--- src/rtl/strided_window_reader_pkg.sv ---
// strided_window_reader_pkg: shape field positions, FSM encoding and window coordinate type
package strided_window_reader_pkg;
  localparam int C_MSB = 31;
  localparam int C_LSB = 20;
  localparam int H_MSB = 19;
  localparam int H_LSB = 10;
  localparam int W_MSB = 9;
  localparam int W_LSB = 0;
  localparam int COORD_W = 8;
  typedef enum logic [2:0] {IDLE, WAIT_SUF, RUN, DRAIN, DONE} state_t;
  typedef struct packed {
    logic [COORD_W-1:0] c;
    logic [COORD_W-1:0] y;
    logic [COORD_W-1:0] x0;
  } coord_t;
endpackage

--- src/rtl/window_skid_fifo.sv ---
// window_skid_fifo: 2-entry FIFO holding assembled window beats (data, coord, last) ahead of the consumer
// Ports: clk, rstn (sync active-low); in_valid/in_ready/in_data write side; out_valid/out_ready/out_data
// read side (head entry); count is the current occupancy.
module window_skid_fifo #(
  parameter int W = 8
) (
  input  logic         clk,
  input  logic         rstn,
  input  logic         in_valid,
  output logic         in_ready,
  input  logic [W-1:0] in_data,
  output logic         out_valid,
  input  logic         out_ready,
  output logic [W-1:0] out_data,
  output logic [1:0]   count
);
  logic [W-1:0] mem [2];
  logic wp, rp, push, pop;
  assign in_ready = count != 2'd2;
  assign out_valid = count != 2'd0;
  assign push = in_valid & in_ready;
  assign pop = out_valid & out_ready;
  assign out_data = mem[rp];
  always_ff @(posedge clk) begin
    if (!rstn) begin
      mem[0] <= '0;
      mem[1] <= '0;
      wp <= 1'b0;
      rp <= 1'b0;
      count <= '0;
    end else begin
      if (push) mem[wp] <= in_data;
      wp <= wp ^ push;
      rp <= rp ^ pop;
      count <= count + 2'(push) - 2'(pop);
    end
  end
endmodule

--- src/rtl/strided_window_reader.sv ---
// strided_window_reader: reads K_X-column sliding windows from N_BUF_X column-rotated banks and streams them out
// Ports: clk, rstn (sync active-low); shape/start/sufficient control a pass; rdaddr/buf_do drive and read
// the banks (1-cycle latency); win_data/win_valid/win_ready/win_coord/win_last carry window beats; busy, done.
// Optional: define STRIDED_WINDOW_PERF_EN to add stall_cycles (stalled-valid cycles in RUN/DRAIN).
module strided_window_reader
  import strided_window_reader_pkg::*;
#(
  parameter int N_BUF_X    = 5,
  parameter int K_X        = 3,
  parameter int B_BUF_ADDR = 9,
  parameter int B_SHAPE    = 32,
  parameter int B_COORD    = 8,
  parameter int DATA_WIDTH = 64,
  parameter int C_SHIFT    = 2
) (
  input  logic                           clk,
  input  logic                           rstn,
  input  logic [B_SHAPE-1:0]             shape,
  input  logic                           start,
  input  logic                           sufficient,
  output logic [B_BUF_ADDR*N_BUF_X-1:0]  rdaddr,
  input  logic [DATA_WIDTH*N_BUF_X-1:0]  buf_do,
  output logic [DATA_WIDTH*K_X-1:0]      win_data,
  output logic                           win_valid,
  input  logic                           win_ready,
  output logic [3*B_COORD-1:0]           win_coord,
  output logic                           win_last,
  output logic                           busy,
  output logic                           done
`ifdef STRIDED_WINDOW_PERF_EN
  ,
  output logic [31:0]                    stall_cycles
`endif
);
  localparam int XB = $clog2(N_BUF_X + 1);
  localparam int NW = C_MSB - C_LSB + 1;
  localparam int HW = H_MSB - H_LSB + 1;
  localparam int WW = W_MSB - W_LSB + 1;
  localparam int FW = DATA_WIDTH * K_X + 3 * B_COORD + 1;
  state_t state, state_n;
  logic [B_COORD-1:0] cc, yy, xx, nc_m1, h_m1, x_end;
  logic [B_BUF_ADDR-1:0] colw, off, x_base;
  logic [XB-1:0] x_bank, rd_rot;
  logic [NW-1:0] nc_f;
  logic [HW-1:0] h_f;
  logic [WW-1:0] w_f;
  logic empty_pass, rd_v, rd_last, issue, pop, c_end, y_end, is_last, f_valid, f_in_ready;
  logic [3*B_COORD-1:0] rd_coord;
  logic [1:0] f_cnt;
  logic [2:0] occ;
  logic [B_BUF_ADDR*N_BUF_X-1:0] rd_vec;
  logic [DATA_WIDTH*K_X-1:0] rot;
  assign nc_f = shape[C_MSB:C_LSB] >> C_SHIFT;
  assign h_f = shape[H_MSB:H_LSB];
  assign w_f = shape[W_MSB:W_LSB];
  assign pop = f_valid & win_ready;
  // occupancy once this cycle's pop and the in-flight read land; an issue needs it below 2
  assign occ = 3'(f_cnt) + 3'(rd_v) - 3'(pop);
  assign issue = state == RUN && occ < 3'd2;
  assign c_end = cc == nc_m1;
  assign y_end = yy == h_m1;
  assign is_last = c_end && y_end && xx == x_end;
  assign busy = state != IDLE;
  assign done = state == DONE;
  assign win_valid = f_valid;
  assign rdaddr = issue ? rd_vec : '0;
  // x_base = (x0/N)*COLW, x_bank = x0 mod N; a lane past bank N-1 wraps into the next column group
  always_comb begin
    rd_vec = '0;
    for (int k = 0; k < K_X; k++)
      rd_vec[((int'(x_bank) + k) % N_BUF_X) * B_BUF_ADDR +: B_BUF_ADDR] =
        x_base + off + ((int'(x_bank) + k >= N_BUF_X) ? colw : '0);
  end
  always_comb begin
    rot = '0;
    for (int k = 0; k < K_X; k++)
      rot[k * DATA_WIDTH +: DATA_WIDTH] = buf_do[((int'(rd_rot) + k) % N_BUF_X) * DATA_WIDTH +: DATA_WIDTH];
  end
  always_comb begin
    state_n = state;
    case (state)
      IDLE:     state_n = start ? WAIT_SUF : IDLE;
      WAIT_SUF: state_n = !sufficient ? WAIT_SUF : empty_pass ? DONE : RUN;
      RUN:      state_n = (issue && is_last) ? DRAIN : RUN;
      DRAIN:    state_n = occ == 3'd0 ? DONE : DRAIN;
      default:  state_n = IDLE;
    endcase
  end
  always_ff @(posedge clk) begin
    if (!rstn) begin
      state <= IDLE;
      cc <= '0;
      yy <= '0;
      xx <= '0;
      nc_m1 <= '0;
      h_m1 <= '0;
      x_end <= '0;
      colw <= '0;
      off <= '0;
      x_base <= '0;
      x_bank <= '0;
      empty_pass <= 1'b0;
      rd_v <= 1'b0;
      rd_rot <= '0;
      rd_coord <= '0;
      rd_last <= 1'b0;
    end else begin
      state <= state_n;
      rd_v <= issue;
      if (state == IDLE && start) begin
        nc_m1 <= B_COORD'(nc_f - NW'(1));
        h_m1 <= B_COORD'(h_f - HW'(1));
        x_end <= B_COORD'(w_f - WW'(K_X));
        colw <= B_BUF_ADDR'(h_f) * B_BUF_ADDR'(nc_f);
        empty_pass <= w_f < WW'(K_X) || nc_f == '0 || h_f == '0;
        cc <= '0;
        yy <= '0;
        xx <= '0;
        off <= '0;
        x_base <= '0;
        x_bank <= '0;
      end
      if (issue) begin
        rd_rot <= x_bank;
        rd_coord <= {cc, yy, xx};
        rd_last <= is_last;
        cc <= c_end ? '0 : cc + B_COORD'(1);
        off <= (c_end && y_end) ? '0 : off + B_BUF_ADDR'(1);
        if (c_end) yy <= y_end ? '0 : yy + B_COORD'(1);
        if (c_end && y_end) begin
          xx <= xx + B_COORD'(1);
          x_bank <= (x_bank == XB'(N_BUF_X - 1)) ? '0 : x_bank + XB'(1);
          x_base <= (x_bank == XB'(N_BUF_X - 1)) ? x_base + colw : x_base;
        end
      end
    end
  end
`ifdef STRIDED_WINDOW_PERF_EN
  always_ff @(posedge clk) begin
    if (!rstn || (state == IDLE && start)) stall_cycles <= '0;
    else if ((state == RUN || state == DRAIN) && win_valid && !win_ready && stall_cycles != '1)
      stall_cycles <= stall_cycles + 32'd1;
  end
`endif
  window_skid_fifo #(.W(FW)) u_fifo (
    .clk       (clk),
    .rstn      (rstn),
    .in_valid  (rd_v),
    .in_ready  (f_in_ready),
    .in_data   ({rot, rd_coord, rd_last}),
    .out_valid (f_valid),
    .out_ready (win_ready),
    .out_data  ({win_data, win_coord, win_last}),
    .count     (f_cnt)
  );
endmodule

--- config.mk ---
export PLATFORM = sky130hd
export DESIGN_NAME = strided_window_reader
export DESIGN_NICKNAME = d
export VERILOG_FILES = /design/src/rtl/strided_window_reader_pkg.sv /design/src/rtl/window_skid_fifo.sv /design/src/rtl/strided_window_reader.sv
export SDC_FILE = /design/constraint.sdc
export NUM_CORES = 2
export LEC_CHECK = 0
export BUFFER_PORTS_ARGS = -buffer_cell sky130_fd_sc_hd__clkbuf_2
export CORE_UTILIZATION = 30
export CTS_CLUSTER_DIAMETER = 40
export DETAILED_ROUTE_END_ITERATION = 12
export HOLD_SLACK_MARGIN = 0.02
export PLACE_DENSITY_LB_ADDON = 0.05
export SYNTH_ARGS = -nofsm -noshare
export SYNTH_HDL_FRONTEND = slang
export SYNTH_SLANG_ARGS = --single-unit
--- constraint.sdc ---
create_clock -name clk -period 16.15 [get_ports clk]
set_input_delay 4.0375 -clock clk [delete_from_list [all_inputs] [get_ports clk]]
set_output_delay 4.0375 -clock clk [all_outputs]
set_load 0.005 [all_outputs]
Yosys cells after proc, flatten, opt, wreduce, memory -nomap -nowiden --
Memories as Yosys holds them, arrays and structs flattened. A register that Yosys moved wholly into a read port is not among the register bits. Index checks and enable logic that the tools add are counted.
Operators by class: mux-type cells 41, divide/modulo/power cells 6, $add $sub $neg 24, magnitude comparators 5, bitwise gates (word level) 5, shift-type cells 9, equality and inequality tests 10, multiply operators 4, reduce and logical (&&, ||, !) cells 15
Operators with widths (number):
- $shiftx A320 B32 Y64 | 3
- $mux W217 | 1
- $reduce_or A217 Y1 | 1
- $shift A9 B33 Y45 const A | 3
- $shiftx A9 B33 Y45 | 3
- $mod A32 B4 Y32 const B | 4
- $neg A32 Y33 | 3
- $mul A32 B5 Y32 const B | 3
- $bwmux W45 | 2
- $mux W9 | 10
- $mux W8 | 10
- $ge A32 B4 Y1 const B | 2
- $mod A4 B4 Y32 const B | 2
- $add A9 B9 Y9 | 5
- $and A45 B45 Y45 | 1
- $mux W45 | 1
- $add A8 B1 Y8 const B | 3
- $eq A8 B8 Y1 | 3
- $mux W3 | 7
- $sub A8 B1 Y8 const B | 2
- $logic_not A12 Y1 | 1
- $pmux W3 S4 | 1
- $logic_not A10 Y1 | 1
- $lt A10 B2 Y1 const B | 1
- 25 further kinds | 46
Word-level totals: logic and storage cells 139, bits of input ports 357, memories 1, flip-flop bits (word level) 115, latch bits 0, memory bits (read-only) 0, output and inout bits 265, RAM bits 434
Memories:
- u_fifo.mem | words 2, width 217, rd ports 1, clocked after Yosys merged registers in 1, wr ports 2, RTL line window_skid_fifo.sv:17 | logic [W-1:0] mem [2];

Depth between registers and ports, before layout --
depth in word-level cells 8, gate-level depth with buffers 36, depth with buffers taken out 31

Hierarchy --
From an unflattened synthesis, not the netlist that was laid out.
Unflattened totals: cells, all modules 5174, area total of the unflattened synthesis 48999.5 um2
Modules (own cells, without submodules):
- strided_window_reader | sequential area each 2222.1 um2, cells an instance 3983, instances 1, area an instance 30011.3 um2
- window_skid_fifo | sequential area each 13132.6 um2, cells an instance 1191, instances 1, area an instance 18988.2 um2

Least setup slack after synthesis --
No wires, ideal clock.
path type register to register, start register u_fifo.count[0], end memory u_fifo.mem[0][0] (netlist bit) (enable), library setup time 1.094 ns, data required time 15.056 ns, cell stages (with the launch flop) 5, path slack -0.802 ns, period minus slack after synthesis 16.952 ns, arrival time 15.858 ns, buffers on the path 0, cells stage by stage dfxtp_1 inv_1 a21boi_1 inv_1 o21ai_0
RTL lines:
- start: declaration | RTL line window_skid_fifo.sv:15 | output logic [1:0] count
- start signal: assignment | RTL line window_skid_fifo.sv:35 | count <= count + 2'(push) - 2'(pop);
- end: declaration | RTL line window_skid_fifo.sv:17

Worst setup path in the final report --
start register x_bank[0], end output port rdaddr[28]
Between the ends: cells in the longest elaborated chain, start to end 8, elaborated cells on any way between the ends 30, classes of those cells add/sub (8); mul (3); div (3); order compare (3); shift (6); mux (6); bitwise (1)
Ends and longest elaborated chain:
- start: declaration | RTL line strided_window_reader.sv:43 | logic [XB-1:0] x_bank, rd_rot;
- start signal: assignment | RTL line strided_window_reader.sv:132 | x_bank <= (x_bank == XB'(N_BUF_X - 1)) ? '0 : x_bank + XB'(1);
- $add A3 B1 Y4, or another cell as far along | RTL line strided_window_reader.sv:71, strided_window_reader.sv:72
- $mod A32 B4 Y32, or another cell as far along | RTL line strided_window_reader.sv:71 | rd_vec[((int'(x_bank) + k) % N_BUF_X) * B_BUF_ADDR +: B_BUF_ADDR] =
- $mul A32 B5 Y32, or another cell as far along | RTL line strided_window_reader.sv:71
- $neg A32 Y33, or another cell as far along | RTL line strided_window_reader.sv:72 | x_base + off + ((int'(x_bank) + k >= N_BUF_X) ? colw : '0);
- $shiftx A9 B33 Y45, or another cell as far along | RTL line strided_window_reader.sv:71
- $bwmux W45 | RTL line strided_window_reader.sv:71
- $bwmux W45 * | RTL line strided_window_reader.sv:71
- $mux W45 * | RTL line strided_window_reader.sv:66 | assign rdaddr = issue ? rd_vec : '0;
- end: declaration | RTL line strided_window_reader.sv:21 | output logic [B_BUF_ADDR*N_BUF_X-1:0] rdaddr,
Mark *: on every way between the ends. The rest lies on a longest branch, timed or not.

==> flow_metrics.py <==
metrics = {
    "timing": {
        "worst_slew_pin_slew_ns": 1.14,
        "fin_crit_ns": 15.18,
        "fin_crit_sh_pct": 94.0,
        "totalNegativeSetupSlack_ns": 0,
        "slew_viol_final": 0,
        "setup_viol": 0,
        "hold_viol_final": 0,
        "slew_headroom_pct": 23.9,
        "skew_ns": 0.0630,
        "rsz0062_at_grt": "no",
        "holdWs_ns": 0.468,
        "max_freq_ghz": 0.0659,
    },
    "synth": {
        "synth_most_common_cell": "edfxtp_1",
        "synth_seq_area_share_pct": 32.2,
        "ys_types": 100,
        "syn_area_per_cell_sq_um": 9.37,
        "postSynthCellCount": 5087,
        "synth-edff-count": 434,
        "mappedNetlistNets": 5695,
        "synth-seq-cells": 550,
        "ys.flop_type": "edfxtp_1",
        "netlist_top_cells_count": "edfxtp_1, nand2_1, nor2_1",
        "synth_area_sq_um": 47700,
        "synthArstFlopShare_pct": 0,
        "ys_warn_count": 0,
        "netlist.area_leader.share_pct": 27.3,
        "netlist_top_cells_area": "edfxtp_1, mux4_2, ha_1",
        "yosysTopAreaCell": "edfxtp_1",
    },
    "global_route": {
        "grt_max_degree": 156,
        "grt_pass1_wl_mm": 297,
        "antenna_found_initial": 25,
        "grt_remaining_overflow": 0,
        "grt_usage_pct": 24.3,
        "grt_pass1_vias": 43000,
    },
    "clock_tree": {
        "cts_setup_buffers": 0,
        "path_clk_slew_ns": 0.05,
        "cts-resized-gates": 0,
        "cts_tree": "built",
        "clk_path_buf_depth": 3,
        "cts_hold_buf": 0,
        "h-tree-depth": 3,
        "insertion_delay_ns": 0.69,
        "cts-root-buf": "clkbuf_16",
        "numCtsBuffers": 98,
        "clock_sinks": 550,
    },
    "route": {
        "dr.pass1.iters": 6,
        "wl_per_cell_microns": 26.5,
        "remaining_drc_errors": 0,
        "routed_wl_mm": 203,
        "viasPerCell": 5.75,
        "drtAntennaViolNets": 0,
        "drtIter0Drc": 3166,
        "num_vias": 44200,
    },
    "setup_path": {
        "critPathKind": "reg2out",
        "cp_top_family": "compound AO/OA/AOI/OAI gates",
        "worst-r2r-cell-count": 15,
        "crit_top_cell": "ha_1",
        "critPathBufInv": 6,
        "endpoint_kind": "output port",
        "r2r_slack_ns": 9.10,
        "worstPathArrival_ns": 11.14,
        "reg2reg_to": "u_fifo.mem[1][161]",
        "crit_path_start_kind": "register",
        "crit_start": "x_bank[0]",
        "crit_fanout": 20,
        "cpMaxStageDelayCell": "o211ai_1",
        "slowest_delay_ns": 0.67,
        "worst_ep_required_time_ns": 12.11,
        "reg2reg_from": "rd_rot[1]",
    },
    "pwr": {
        "clockPowerShare_pct": 45.3,
        "p_comb_share_pct": 19.8,
        "netSwitchingFraction_pct": 29.0,
        "p_per_area_nw_per_um2": 84.5,
        "p_switching_w": 0.00138,
        "p_int_w": 0.00339,
        "totalPowerFinal_w": 0.00477,
        "p_leak_nw": 23.0,
        "pwr-share-seq_pct": 34.9,
        "peakVddDrop_v": 0.0000810,
    },
    "worst_hold_path": {
        "worstHoldStart": "rd_coord[2]",
        "hold_path_class": "reg2reg",
        "hold_path_depth": 2,
        "hold_end": "rd_coord[2]",
    },
    "final_layout": {
        "drive_gt1_share_pct": 24.7,
        "n_fill_cell": 16300,
        "post-route-util_pct": 36.0,
        "area_delta_synth_final_pct": 18.4,
        "fin_nets": 6138,
        "register_area_sq_um": 15400,
        "multiInputGateArea_sq_um": 30500,
    },
    "floorplan": {
        "core_area_sq_um": 157000,
        "die_x_microns": 401,
        "rows": 145,
        "start_util_pct": 30.4,
        "die_y_microns": 401,
        "ioPinCount": 622,
        "dieArea_sq_um": 161000,
    },
    "placement": {
        "port_buffers": 619,
        "gp_congestion": 0.927,
        "post-dp-hpwl_mm": 147,
    },
    "outcome": {
        "outcome": "finished, final reports clean",
    },
    "job": {
        "maxCapViolCount": 0,
    },
}
==> worst min-delay path, stage by stage (launching register included) <==
cell      delay [ns]
dfxtp_1         0.31
nand2_1         0.05
a21boi_0        0.06
==> power by group through the flow <==
stage	clock network [W]	logic (W)	registers [W]
2_1_floorplan	0	0.000524	0.00168
3_3_place_gp	0	0.000957	0.00169
3_5_place_dp	0	0.000951	0.00170
4_1_cts	0.00221	0.000959	0.00167
5_1_grt	0.00226	0.00101	0.00167
6_report	0.00216	0.000943	0.00167
==> layout by cell type, fill, tap and decap left out, types with 19 or more instances in the layout <==
cell / Yosys / final
nand3_1: 134 / 133
and2_1: 120 / 118
o31ai_1: 25 / 25
xor2_1: 74 / 74
ha_1: 224 / 224
a21o_1: 46 / 46
inv_1: 138 / 138
nand4_1: 44 / 44
a21oi_1: 209 / 207
nor3_1: 364 / 362
dfxtp_1: 116 / 115
clkbuf_16: 0 / 98
clkbuf_2: 0 / 618
o21ai_0: 215 / 214
o211a_1: 37 / 37
o22ai_1: 40 / 39
o21bai_1: 19 / 19
a221oi_1: 29 / 29
or3_1: 40 / 40
nand2_1: 423 / 420
buf_4: 2 / 108
mux2i_1: 52 / 51
a21boi_0: 65 / 65
nor2_1: 396 / 393
nor4_1: 44 / 44
nor2b_1: 58 / 58
a32oi_1: 20 / 20
and3_1: 68 / 68
o32ai_1: 29 / 29
a211oi_1: 34 / 34
mux2_2: 224 / 224
fa_1: 27 / 27
o211ai_1: 40 / 40
xnor2_1: 122 / 117
nand2b_1: 32 / 32
a22oi_1: 205 / 205
edfxtp_1: 434 / 434
a31oi_1: 40 / 38
mux4_2: 195 / 195
==> sequential cells by signal, indices dropped and copies added (netlist names), 8 cells and up, named ones only <==
name / cells
off: 9
cc: 8
nc_m1: 8
xx: 8
rd_coord: 24
x_base: 9
yy: 8
h_m1: 8
x_end: 8
u_fifo.mem: 434
colw: 9
==> metrics by stage <==
step           instance area (sq um)  std cells  setup slack, ns
4_1_cts                        56400       7669            0.834
3_3_place_gp                   53000       7488             1.65
2_1_floorplan                  47700       5087             4.01
3_5_place_dp                   53000       7488             1.65
6_report                       56400       7677            0.973
5_1_grt                        56400       7675            0.312
==> per-layer routing <==
| metal | GRT usage, % | wire length [microns] |
|---|---|---|
| met1 | 31.8 | 87600 |
| met4 | 7.23 | 5470 |
| met3 | 4.46 | 12700 |
| met2 | 40.7 | 97200 |
| met5 | 0 | 191 |
==> final cells by class <==
cell class	instances	share of cell area (%)
repair buffers	729	7.02
multi-input cells	4006	54.0
diodes	8	0.0355
clock inverters	67	1.62
inverters	145	0.964
flip-flops and latches	550	27.2
clock buffers	114	4.54
well taps	2058	4.56
==> cell families after synthesis <==
logic type	count (synthesis)	synth area share [%]
muxes	473	15.6
DFF	550	32.2
and+or+nand+nor	1838	19.0
buffers and inverters	531	4.26
xor gates and xnor gates	199	3.74
AOI/OAI and AO/OA	1245	18.2
adders and majority gates	251	7.01
==> worst max-delay path by stage <==
stage	end	slack [ns]	depth (start not counted)
4_1_cts	rdaddr[28]	0.83	30
3_3_place_gp	rdaddr[28]	1.65	30
2_1_floorplan	rdaddr[1]	4.01	34
3_5_place_dp	rdaddr[28]	1.65	30
5_1_grt	rdaddr[28]	0.31	30
6_report	rdaddr[28]	0.97	30
No activity file was read; power rests on OpenSTA's default activity.
